===== config.mk =====
export PLATFORM = sky130hd
export DESIGN_NAME = mmio_timer_gpio
export DESIGN_NICKNAME = d
export VERILOG_FILES = /design/src/rtl/mmio_timer_gpio_pkg.sv /design/src/rtl/mmio_timer_gpio_timer_core.sv /design/src/rtl/mmio_timer_gpio.sv
export SDC_FILE = /design/constraint.sdc
export NUM_CORES = 1
export LEC_CHECK = 0
export ABC_CLOCK_PERIOD_IN_PS = 2350
export BUFFER_PORTS_ARGS = -buffer_cell sky130_fd_sc_hd__buf_2
export CORE_ASPECT_RATIO = 0.6
export CORE_MARGIN = 3
export CORE_UTILIZATION = 51
export DETAILED_ROUTE_END_ITERATION = 6
export PLACE_DENSITY = 0.77
export SYNTH_ARGS = -nofsm -noshare
export SYNTH_HDL_FRONTEND = slang
export SYNTH_SLANG_ARGS = --single-unit
export TNS_END_PERCENT = 1

===== constraint.sdc =====
create_clock -name clk -period 2.35 [get_ports clk]
set_input_delay 0.47 -clock clk [delete_from_list [all_inputs] [get_ports clk]]
set_output_delay 0.47 -clock clk [all_outputs]
set_load 0.005 [all_outputs]

===== src/rtl/mmio_timer_gpio_pkg.sv =====
// Shared register map, control/status bit positions and byte-lane merge helper
// for the MMIO timer/GPIO responder.
package mmio_timer_gpio_pkg;

  // Word offsets, i.e. addr[4:2]
  localparam logic [2:0] GPIO_OUT_OFS = 3'd0;
  localparam logic [2:0] GPIO_IN_OFS  = 3'd1;
  localparam logic [2:0] CTRL_OFS     = 3'd2;
  localparam logic [2:0] PRESCALE_OFS = 3'd3;
  localparam logic [2:0] COUNT_OFS    = 3'd4;
  localparam logic [2:0] CMP_OFS      = 3'd5;
  localparam logic [2:0] STATUS_OFS   = 3'd6;

  localparam int EN_BIT         = 0;
  localparam int AUTORELOAD_BIT = 1;
  localparam int IRQ_EN_BIT     = 2;
  localparam int MATCH_BIT      = 0;

  function automatic logic [31:0] byte_merge(input logic [31:0] old_v,
                                             input logic [31:0] new_v,
                                             input logic [3:0]  be);
    logic [31:0] r;
    for (int i = 0; i < 4; i++) begin
      r[8*i +: 8] = be[i] ? new_v[8*i +: 8] : old_v[8*i +: 8];
    end
    return r;
  endfunction

endpackage


===== src/rtl/mmio_timer_gpio_timer_core.sv =====
// Prescaled 32-bit up-counter with compare, MATCH flag and level interrupt.
// Register writes arrive as per-register enables plus the shared byte mask.
module timer_core
  import mmio_timer_gpio_pkg::*;
(
  input  logic        clk,
  input  logic        rst,
  input  logic [31:0] wdata,
  input  logic [3:0]  be,
  input  logic        ctrl_we,
  input  logic        prescale_we,
  input  logic        count_we,
  input  logic        cmp_we,
  input  logic        status_w1c,
  output logic [2:0]  ctrl,
  output logic [15:0] prescale,
  output logic [31:0] count,
  output logic [31:0] cmp,
  output logic        match,
  output logic        irq
);

  logic [2:0]  ctrl_q, ctrl_d;
  logic [15:0] prescale_q, prescale_d, pcnt_q, pcnt_d;
  logic [31:0] count_q, count_d, cmp_q, cmp_d;
  logic        match_q, match_d;
  logic        tick, hit;
  logic [31:0] ctrl_m, prescale_m, count_m, cmp_m;
  logic        unused;

  always_comb begin
    tick = ctrl_q[EN_BIT] && (pcnt_q == prescale_q);
    hit  = tick && (count_q == cmp_q);

    ctrl_m     = byte_merge({29'b0, ctrl_q}, wdata, be);
    prescale_m = byte_merge({16'b0, prescale_q}, wdata, be);
    count_m    = byte_merge(count_q, wdata, be);
    cmp_m      = byte_merge(cmp_q, wdata, be);

    ctrl_d     = ctrl_we     ? ctrl_m[2:0]      : ctrl_q;
    prescale_d = prescale_we ? prescale_m[15:0] : prescale_q;
    cmp_d      = cmp_we      ? cmp_m            : cmp_q;

    if (ctrl_we || prescale_we || !ctrl_q[EN_BIT] || tick) pcnt_d = '0;
    else                                                   pcnt_d = pcnt_q + 16'd1;

    // A software write replaces the tick result; unwritten bytes keep the old value
    count_d = count_q;
    if (tick) count_d = (hit && ctrl_q[AUTORELOAD_BIT]) ? '0 : count_q + 32'd1;
    if (count_we) count_d = count_m;

    match_d = match_q;
    if (status_w1c && be[0] && wdata[MATCH_BIT]) match_d = 1'b0;
    if (hit) match_d = 1'b1;
  end

  always_ff @(posedge clk) begin
    if (rst) begin
      ctrl_q     <= '0;
      prescale_q <= '0;
      pcnt_q     <= '0;
      count_q    <= '0;
      cmp_q      <= '0;
      match_q    <= 1'b0;
    end else begin
      ctrl_q     <= ctrl_d;
      prescale_q <= prescale_d;
      pcnt_q     <= pcnt_d;
      count_q    <= count_d;
      cmp_q      <= cmp_d;
      match_q    <= match_d;
    end
  end

  assign unused   = ^{ctrl_m[31:3], prescale_m[31:16]};
  assign ctrl     = ctrl_q;
  assign prescale = prescale_q;
  assign count    = count_q;
  assign cmp      = cmp_q;
  assign match    = match_q;
  assign irq      = match_q & ctrl_q[IRQ_EN_BIT];

endmodule


===== src/rtl/mmio_timer_gpio.sv =====
// Data-memory-side responder: window decode, GPIO registers with a two-flop
// input synchronizer, combinational read mux, and the timer core.
module mmio_timer_gpio
  import mmio_timer_gpio_pkg::*;
#(
  parameter logic [31:0] BASE_ADDR = 32'h1000_0000,
  parameter int          GPIO_W    = 16
) (
  input  logic              clk,
  input  logic              rst,
  input  logic [31:0]       addr,
  input  logic [31:0]       data_wr,
  input  logic [3:0]        mask,
  input  logic              MemWrite,
  input  logic              MemRead,
  output logic [31:0]       data_rd,
  output logic              sel,
  input  logic [GPIO_W-1:0] gpio_in,
  output logic [GPIO_W-1:0] gpio_out,
  output logic              irq
);

  logic [2:0]        ofs;
  logic              wr;
  logic [GPIO_W-1:0] gpio_out_q, gpio_out_d, sync1_q, sync2_q;
  logic [31:0]       gpio_out_ext, gpio_in_ext, gpio_out_m;
  logic [2:0]        ctrl;
  logic [15:0]       prescale;
  logic [31:0]       count, cmp;
  logic              match;
  logic              unused;

  assign sel = (addr[31:5] == BASE_ADDR[31:5]);
  assign ofs = addr[4:2];
  // An all-zero mask changes nothing, including the prescaler clear on CTRL/PRESCALE
  assign wr  = MemWrite & sel & (|mask);

  always_comb begin
    gpio_out_ext               = '0;
    gpio_out_ext[GPIO_W-1:0]   = gpio_out_q;
    gpio_in_ext                = '0;
    gpio_in_ext[GPIO_W-1:0]    = sync2_q;
    gpio_out_m                 = byte_merge(gpio_out_ext, data_wr, mask);
    gpio_out_d = (wr && ofs == GPIO_OUT_OFS) ? gpio_out_m[GPIO_W-1:0] : gpio_out_q;
  end

  always_ff @(posedge clk) begin
    if (rst) begin
      gpio_out_q <= '0;
      sync1_q    <= '0;
      sync2_q    <= '0;
    end else begin
      gpio_out_q <= gpio_out_d;
      sync1_q    <= gpio_in;
      sync2_q    <= sync1_q;
    end
  end

  timer_core u_timer (
    .clk         (clk),
    .rst         (rst),
    .wdata       (data_wr),
    .be          (mask),
    .ctrl_we     (wr && ofs == CTRL_OFS),
    .prescale_we (wr && ofs == PRESCALE_OFS),
    .count_we    (wr && ofs == COUNT_OFS),
    .cmp_we      (wr && ofs == CMP_OFS),
    .status_w1c  (wr && ofs == STATUS_OFS),
    .ctrl        (ctrl),
    .prescale    (prescale),
    .count       (count),
    .cmp         (cmp),
    .match       (match),
    .irq         (irq)
  );

  always_comb begin
    data_rd = '0;
    if (MemRead && sel) begin
      case (ofs)
        GPIO_OUT_OFS: data_rd = gpio_out_ext;
        GPIO_IN_OFS:  data_rd = gpio_in_ext;
        CTRL_OFS:     data_rd = {29'b0, ctrl};
        PRESCALE_OFS: data_rd = {16'b0, prescale};
        COUNT_OFS:    data_rd = count;
        CMP_OFS:      data_rd = cmp;
        STATUS_OFS:   data_rd = {31'b0, match};
        default:      data_rd = '0;
      endcase
    end
  end

  assign unused   = ^{addr[1:0], gpio_out_m};
  assign gpio_out = gpio_out_q;

endmodule


Word-level counts from Yosys, hierarchy flattened
Index checks and enable logic that the tools add are counted.
{"block": "totals", "reg_bits": 148, "latchBits": 0, "ramBits": 0, "romBits": 0, "in_bits": 88, "out_inout_bits": 50, "n_memories": 0}
{"block": "classes", "n_addsub": 2, "n_mul": 0, "div": 0, "n_lt_le_gt_ge": 0, "eq_ne": 13, "shift": 0, "muxes": 11, "bitwise": 3, "n_reduce_logical": 34}
{"cell": "32-bit one-hot mux with 7 select lines", "count": 1}
{"cell": "32-bit two-way mux", "count": 4}
{"cell": "32-bit by 1-bit adder with 32-bit output (second input constant)", "count": 1}
{"cell": "32-bit == test", "count": 1}
{"cell": "8-bit two-way mux", "count": 4}
{"cell": "27-bit by 24-bit == test with 1-bit output (second input constant)", "count": 1}
{"cell": "2-bit AND reduction", "count": 13}
{"cell": "16-bit by 1-bit adder with 16-bit output (second input constant)", "count": 1}
{"cell": "16-bit == test", "count": 1}
{"cell": "1-bit logical AND", "count": 12}
{"cell": "3-bit == test (second input constant)", "count": 3}
{"cell": "2-bit inequality test (second input constant)", "count": 4}
{"cell": "3-bit by 2-bit == test with 1-bit output (second input constant)", "count": 2}
{"cell": "2-bit nonzero test", "count": 2}
{"cell": "4-bit OR reduction", "count": 1}
{"cell": "1-bit bitwise AND", "count": 3}
{"cell": "3-bit by 1-bit == test with 1-bit output (second input constant)", "count": 1}
{"cell": "3-bit zero test", "count": 1}
{"cell": "1-bit logical OR", "count": 3}
{"cell": "1-bit two-way mux", "count": 2}
{"cell": "2-bit OR reduction", "count": 1}
{"cell": "1-bit zero test", "count": 1}

Longest topological paths before layout
Gate-level depths: netlist of run 1.
{"block": "logic_depth", "depth_word": 8, "depth_mapped": 10, "mapped_depth_nobuf": 8}

By module
Synthesis of run 1 repeated with hierarchy kept, for this count alone.
{"block": "hier_totals", "hier_cells": 1041, "area_unflattened_um2": 8244.2}
{"module": "timer_core", "n_inst": 1, "cells_per_inst": 726, "area_per_inst_um2": 5482.8, "seq_area_each_um2": 2001.9}
{"module": "mmio_timer_gpio", "n_inst": 1, "cells_per_inst": 315, "area_per_inst_um2": 2761.4, "seq_area_each_um2": 960.9}

Least setup slack after synthesis of run 1
No wires, ideal clock.
{"block": "synth_timing", "path_type": "input to register", "startpoint": "input mask[0]", "endpoint": "register u_timer.count_q[7], in the netlist u_timer.count[7]", "setup_ns": 0.074, "arrival_time_ns": 2.403, "required_ns": 2.276, "path_slack_ns": -0.127, "stages": 7, "path_buffers": 2, "path_cell_list": "buf_2 > o41a_1 > and4_4 > or3_1 > clkbuf_1 > or4_1 > a31oi_1"}
{"block": "synth_via", "elab_chain_cells": 5, "word_cells_on_any_way": 7, "cone_classes": "eq/ne: 1; mux: 1; bitwise: 1; reduce/logical: 4"}
{"item": "start: declaration", "line": "mmio_timer_gpio.sv:13", "text": "input logic [3:0] mask,"}
{"item": "4-bit OR reduction", "line": "mmio_timer_gpio.sv:36", "text": "assign wr = MemWrite & sel & (|mask);"}
{"item": "1-bit bitwise AND", "line": "mmio_timer_gpio.sv:36"}
{"item": "1-bit logical AND", "line": "mmio_timer_gpio.sv:66", "text": ".count_we (wr && ofs == COUNT_OFS),"}
{"item": "2-bit inequality test (no source line) or 2-bit nonzero test (tied branches)"}
{"item": "2-bit AND reduction (no source line)"}
{"item": "end signal: assignment", "line": "mmio_timer_gpio_timer_core.sv:69", "text": "count_q <= count_d;"}
{"item": "end: declaration", "line": "mmio_timer_gpio_timer_core.sv:25", "text": "logic [31:0] count_q, count_d, cmp_q, cmp_d;"}
Several ways; a longest one is shown, not always the timed one.
A chain may end at the register's enable or synchronous reset.

Worst setup path after layout of run 1
{"block": "layout_timing", "startpoint": "register u_timer.prescale_q[2], in the netlist u_timer.prescale[2]", "endpoint": "register u_timer.count_q[15], in the netlist u_timer.count[15]"}
{"block": "layout_via", "elab_chain_cells": 7, "word_cells_on_any_way": 9, "cone_classes": "eq/ne: 1; mux: 3; reduce/logical: 5"}
{"item": "start: declaration", "line": "mmio_timer_gpio_timer_core.sv:24", "text": "logic [15:0] prescale_q, prescale_d, pcnt_q, pcnt_d;"}
{"item": "start signal: assignment", "line": "mmio_timer_gpio_timer_core.sv:67", "text": "prescale_q <= prescale_d;"}
{"item": "16-bit == test (*)", "line": "mmio_timer_gpio_timer_core.sv:32", "text": "tick = ctrl_q[EN_BIT] && (pcnt_q == prescale_q);"}
{"item": "1-bit logical AND (*)", "line": "mmio_timer_gpio_timer_core.sv:32"}
{"item": "1-bit logical AND", "line": "mmio_timer_gpio_timer_core.sv:33", "text": "hit = tick && (count_q == cmp_q);"}
{"item": "1-bit logical AND", "line": "mmio_timer_gpio_timer_core.sv:49", "text": "if (tick) count_d = (hit && ctrl_q[AUTORELOAD_BIT]) ? '0 : count_q + 32'd1;"}
{"item": "32-bit two-way mux (2 in series)", "line": "mmio_timer_gpio_timer_core.sv:49"}
{"item": "32-bit two-way mux", "line": "mmio_timer_gpio_timer_core.sv:50", "text": "if (count_we) count_d = count_m;"}
Mark *: on every way between the ends. The rest lies on a longest branch, timed or not. The select of a mux whose other input is x is not followed.

==> results of run 1 <==
[power breakdown]
group          switching, W  total, W  internal, W
combinational      0.000188  0.000319     0.000131
clock               0.00119   0.00268      0.00149
sequential        0.0000111   0.00255      0.00253
[per-layer routing]
metal	vias up	GRT usage [%]
li1	3742	-
met1	3853	44.4
met2	567	43.6
met3	79	7.61
met4	2	8.50
met5	-	0
[Yosys cell counts, types with 3 or more instances]
cell,count
nor4_1,24
o21bai_1,3
inv_1,4
buf_2,12
nor2b_1,35
nand3_1,39
a21o_1,6
o21ai_0,37
buf_1,4
dfxtp_1,148
o22a_1,12
nor2_1,129
mux2_2,15
nor4b_1,3
and3_1,11
xnor2_1,17
nor3b_1,8
a22oi_1,44
mux2i_1,55
or4_1,3
a21oi_1,53
o31ai_1,3
or3_1,6
clkbuf_1,53
xor2_1,48
and2_1,14
nand4_1,17
nor3_1,24
nand2b_1,4
or4b_1,3
mux4_2,3
nand2_1,61
and4_1,4
[through the flow]
stage / std cells / TNS (ns) / instance area [um2] / util [%]
2_1_floorplan: 941 / -0.0228 / 7850 / -
6_report: 1350 / -0.0754 / 10300 / 70.0
3_5_place_dp: 1313 / -5.05 / 9370 / 63.5
3_3_place_gp: 1313 / -3.14 / 9370 / 63.5
4_1_cts: 1346 / 0 / 10000 / 68.1
5_1_grt: 1350 / -0.900 / 10300 / 70.0
[what timing repair did]
action / 4_1_cts / 5_1_grt
pin swaps: 5 / 16
resized for setup: 24 / 65
setup endpoints to repair: 56 / 61
gates cloned: 0 / 1
buffers inserted: 1 / 3
[worst max path at each step]
stage / to / slack, ns
2_1_floorplan: u_timer.count[7] / -0.02
3_3_place_gp: u_timer.count[7] / -0.13
3_5_place_dp: u_timer.count[19] / -0.16
4_1_cts: u_timer.count[9] / 0.009
5_1_grt: u_timer.count[20] / -0.09
6_report: u_timer.count[15] / -0.03
[cell type report]
cell class                      count  area [um2]
Timing Repair Buffer              249        1620
Fill cell                        1130        4420
Clock inverter                     14         140
Sequential cell                   148        2980
Tap cell                          198         248
Multi-Input combinational cell    719        4910
Clock buffer                       18         429
Inverter                            4        15.0
[kinds of logic after synthesis]
family	Yosys count	share of synthesized area (%)
AOI/OAI and AO/OA	175	14.3
xor gates and xnor gates	65	7.26
adders and majority gates	2	0.319
buffers and inverters	74	3.83
DFF	148	37.8
muxes	73	10.0
and+or+nand+nor	404	26.5
[critical path, stage by stage, from the launching register on]
cell	delay, ns
dfxtp_1	0.39
xnor2_1	0.13
nand4_1	0.20
or3_4	0.45
nor4_4	0.33
buf_6	0.18
buf_4	0.20
nor3_1	0.08
o21ai_0	0.18
a21oi_1	0.08
[flip-flops by register name (all words and copies together) (netlist names)]
signal and count:
gpio_out 16, sync1_q 16, sync2_q 16, u_timer.cmp 32, u_timer.count 32, u_timer.ctrl 3, u_timer.match 1, u_timer.pcnt_q 16
u_timer.prescale 16
==> results.sh, run 1 <==
export IMPL_status="finished with violations"
export IMPL_violations="setup timing"
export IMPL_path_clk_slew_ns=0.07
export IMPL_critical_path_class="register to register"
export IMPL_required_ns=2.63
export IMPL_drt_vias_per_instance=6.11
export IMPL_drive_above_1_share_pct=32.8
export IMPL_drt_iter0_drc=1158
export IMPL_boundaryPins=138
export IMPL_finalCritPeriodShare_pct=101
export IMPL_mostFrequentLayoutCells="137 x dfxtp_1, 134 x buf_2, 116 x nor2_1"
export IMPL_synth_area_mm2=0.00784
export IMPL_holdPathEnd="sync1_q[8]"
export IMPL_synth_cell_type_count=64
export IMPL_antenna_found_initial=1
export IMPL_ant_nets=0
export IMPL_grt_max_degree=133
export IMPL_netlist_top_cells_area="dfxtp_1 38%, mux2i_1 7.0%, nor2_1 6.2%"
export IMPL_finalHoldViolCount=0
export IMPL_root_buffer="clkbuf_16"
export IMPL_p_per_area_mw_per_mm2=536
export IMPL_clock_latency_ns=0.43
export IMPL_vdd_drop_max_mv=0.421
export IMPL_grt_use_total_pct=30.1
export IMPL_worstRegToRegCells=9
export IMPL_fin_nets=1229
export IMPL_relSlewSlack_pct=60.9
export IMPL_numClockSinks=148
export IMPL_cts_buffer_depth=2
export IMPL_numPortBuffers=135
export IMPL_die_area_mm2=0.0169
export IMPL_h_tree_depth=4
export IMPL_hold_depth=2
export IMPL_fin_skew_ns=0.0138
export IMPL_layout_commonest_cell="dfxtp_1"
export IMPL_seq_area_frac_synth_pct=37.8
export IMPL_synth_cells=941
export IMPL_cp_end_kind="register"
export IMPL_rows=34
export IMPL_worstHoldPathType="input pin to register"
export IMPL_grt_pass1_vias=7446
export IMPL_grt_ovfl_total=0
export IMPL_startpoint="u_timer.prescale[2]"
export IMPL_maxSlewViolCount=0
export IMPL_dp_hpwl_mm=18.7
export IMPL_final_setup_worst_slack_ns=-0.0274
export IMPL_start_util_pct=53.1
export IMPL_tritoncts="yes"
export IMPL_wl_met2_mm=11.4
export IMPL_drt_wl_total_mm=27.0
export IMPL_ys_warn_count=0
export IMPL_gp_congestion=0.958
export IMPL_ys_flop_type="dfxtp_1"
export IMPL_fmax_ghz=0.421
export IMPL_synth_seq_cells=148
export IMPL_cp_start_kind="register"
export IMPL_worst_pin_slew_ns=0.587
export IMPL_vias=8243
export IMPL_antennaDiodeCount=0
export IMPL_cellLeakagePower_nw=4.59
export IMPL_synth_edf_count=0
export IMPL_postCtsHoldBufs=0
export IMPL_r2r_end="u_timer.count[15]"
export IMPL_finalPower_w=0.00554
export IMPL_synth_area_leader_cell="dfxtp_1"
export IMPL_worstPathMaxFanout=12
export IMPL_yosys_area_top_type_share_pct=37.8
export IMPL_die_x_um=166
export IMPL_drv_cap=0
export IMPL_wl_met1_mm=11.6
export IMPL_highest_layer="met5"
export IMPL_wl_met3_mm=3.34
export IMPL_arrival_ns=2.66
export IMPL_syn_avg_cell_area_um2=8.33
export IMPL_period_needed_ns=2.38
export IMPL_setup_viol=7
export IMPL_grt_pass1_wl_mm=40.5
export IMPL_r2r_start="u_timer.prescale[2]"
export IMPL_core_mm2=0.0148
export IMPL_numCtsBuffers=17
export IMPL_synth_fp_nets=1031
export IMPL_die_h_um=102
export IMPL_async_flop_share_pct=0
export IMPL_area_growth_synth_to_final_pct=31.9
export IMPL_firstDrtPassIters=6
export IMPL_wl_per_cell_um=20.0
export IMPL_drc_errors=0
export IMPL_min_from="gpio_in[8]"
export IMPL_hold_ws_ns=0.252
export IMPL_pre_cts_ws_ns=-0.163
export IMPL_grt_setup_unrepaired="true"
export IMPL_r2r_setup_slack_ns=-0.03
Power figures use the tool's default switching activity.
==> run 2: changes to the inputs <==
- PLACE_DENSITY: 0.77 -> 0.74
==> results.sh, run 2 (synthesized netlist as in run 1, its figures left out) <==
export IMPL_status="finished with violations"
export IMPL_violations="setup timing"
export IMPL_numClockSinks=148
export IMPL_drc_errors=0
export IMPL_vias=8186
export IMPL_slowest_stage="or4_4"
export IMPL_cts_buffer_depth=2
export IMPL_postCtsHoldBufs=0
export IMPL_area_growth_synth_to_final_pct=31.4
export IMPL_drv_cap=0
export IMPL_finalHoldViolCount=0
export IMPL_fin_nets=1234
export IMPL_path_buf_inv=0
export IMPL_arrival_ns=2.78
export IMPL_layout_commonest_cell="dfxtp_1"
export IMPL_critical_path_cell_count=7
export IMPL_dp_hpwl_mm=18.8
export IMPL_mostFrequentLayoutCells="136 x dfxtp_1, 134 x buf_2, 119 x nor2_1"
export IMPL_worst_pin_slew_ns=0.735
export IMPL_core_mm2=0.0148
export IMPL_path_cells="ha_4, nand4_1, or4_4, nor3_4, or4b_1, a21o_1, a21oi_1"
export IMPL_p_per_area_mw_per_mm2=531
export IMPL_die_x_um=166
export IMPL_busiest_layer="met1"
export IMPL_fin_skew_ns=0.0141
export IMPL_clock_latency_ns=0.43
export IMPL_h_tree_depth=4
export IMPL_cp_end_kind="register"
export IMPL_final_setup_worst_slack_ns=-0.0724
export IMPL_worstRegToRegCells=7
export IMPL_drt_wl_total_mm=26.5
export IMPL_start_util_pct=53.1
export IMPL_pre_cts_ws_ns=-0.216
export IMPL_period_needed_ns=2.42
export IMPL_startpoint="u_timer.count[1]"
export IMPL_die_area_mm2=0.0169
export IMPL_rows=34
export IMPL_gp_congestion=0.922
export IMPL_firstDrtPassIters=6
export IMPL_min_from="gpio_in[9]"
export IMPL_cellLeakagePower_nw=4.62
export IMPL_drt_vias_per_instance=6.04
export IMPL_setup_viol=9
export IMPL_relSlewSlack_pct=51.0
export IMPL_grt_pass1_vias=7435
export IMPL_maxSlewViolCount=0
export IMPL_utilization_pct=69.8
export IMPL_finalCritPeriodShare_pct=103
export IMPL_worstHoldPathType="input pin to register"
export IMPL_path_clk_slew_ns=0.07
export IMPL_die_h_um=102
export IMPL_root_buffer="clkbuf_16"
export IMPL_critPathTopFamily="simple AND/OR/NAND/NOR gates"
export IMPL_tritoncts="yes"
export IMPL_finalPower_w=0.00547
export IMPL_antenna_found_initial=0
export IMPL_grt_setup_unrepaired="true"
export IMPL_worstPathMaxFanout=4
export IMPL_met3_usage_pct=8.93
export IMPL_fmax_ghz=0.413
export IMPL_numPortBuffers=135
export IMPL_grt_pass1_wl_mm=40.6
export IMPL_grt_util_met1_pct=44.5
export IMPL_hold_depth=2
export IMPL_drive_above_1_share_pct=32.0
export IMPL_grt_ovfl_total=0
export IMPL_hold_ws_ns=0.246
export IMPL_boundaryPins=138
export IMPL_cp_start_kind="register"
export IMPL_numCtsBuffers=17
export IMPL_antennaDiodeCount=0
export IMPL_grt_use_total_pct=30.1
export IMPL_setup_tns_ns=-0.350
export IMPL_drt_iter0_drc=1101
export IMPL_r2r_start="u_timer.count[1]"
export IMPL_wl_per_cell_um=19.6
export IMPL_grtUsageMet2_pct=42.7
export IMPL_grt_max_degree=69
export IMPL_max_stage_delay_ns=0.69
export IMPL_critical_path_class="register to register"
export IMPL_vdd_drop_max_mv=0.347
export IMPL_required_ns=2.71
export IMPL_ant_nets=0
[run 2: changes by cell type in the layout (fill, tap and decap cells not counted), moves of 3 or more]
cell     before  now
nor2_1      116  119
buf_4       104  109
xor2_1       39   45
nand3_1      34   37
xor2_2        9    3
o21ai_1       5   28
o21ai_0      32    9
[run 2: path summary, 6_finish.rpt]
check                           end  slack [ns]
hold reg to reg          sync2_q[1]        0.43
setup reg to reg  u_timer.count[20]       -0.07
setup / recovery  u_timer.count[20]       -0.07
hold / removal           sync1_q[9]        0.25
[run 2: timing repair]
action	CTS	global route
gates cloned	1	1
setup buffers	1	3
gates resized for setup	21	71
endpoints found under the setup margin	59	61
pin swaps	4	20
[run 2: power by group]
part / total [W] / internal, W / switching, W / leakage [nW]
combinational: 0.000315 / 0.000130 / 0.000185 / 3.15
sequential: 0.00254 / 0.00253 / 0.0000116 / 1.21
clock: 0.00261 / 0.00141 / 0.00120 / 0.264
total: 0.00547 / 0.00407 / 0.00139 / 4.62
[run 2: layout make-up]
type	count	area, um2
Clock buffer	18	439
Clock inverter	14	119
Fill cell	1182	4460
Inverter	4	15.0
Multi-Input combinational cell	719	4800
Sequential cell	148	2980
Tap cell	198	248
Timing Repair Buffer	254	1690
[run 2: routing by layer]
layer	wire, um	up-vias	part of all wire [%]
met5	0	-	0
met4	540	0	2.0
met3	3210	59	12
met2	10900	502	41
met1	11900	3861	45
li1	-	3764	-
[run 2: stage by stage]
| stage | std cells | area [um2] |
|---|---|---|
| floorplan | 941 | 7850 |
| global placement | 1317 | 9420 |
| detailed placement | 1317 | 9420 |
| CTS | 1351 | 10100 |
| global route | 1355 | 10300 |
| finish | 1355 | 10300 |
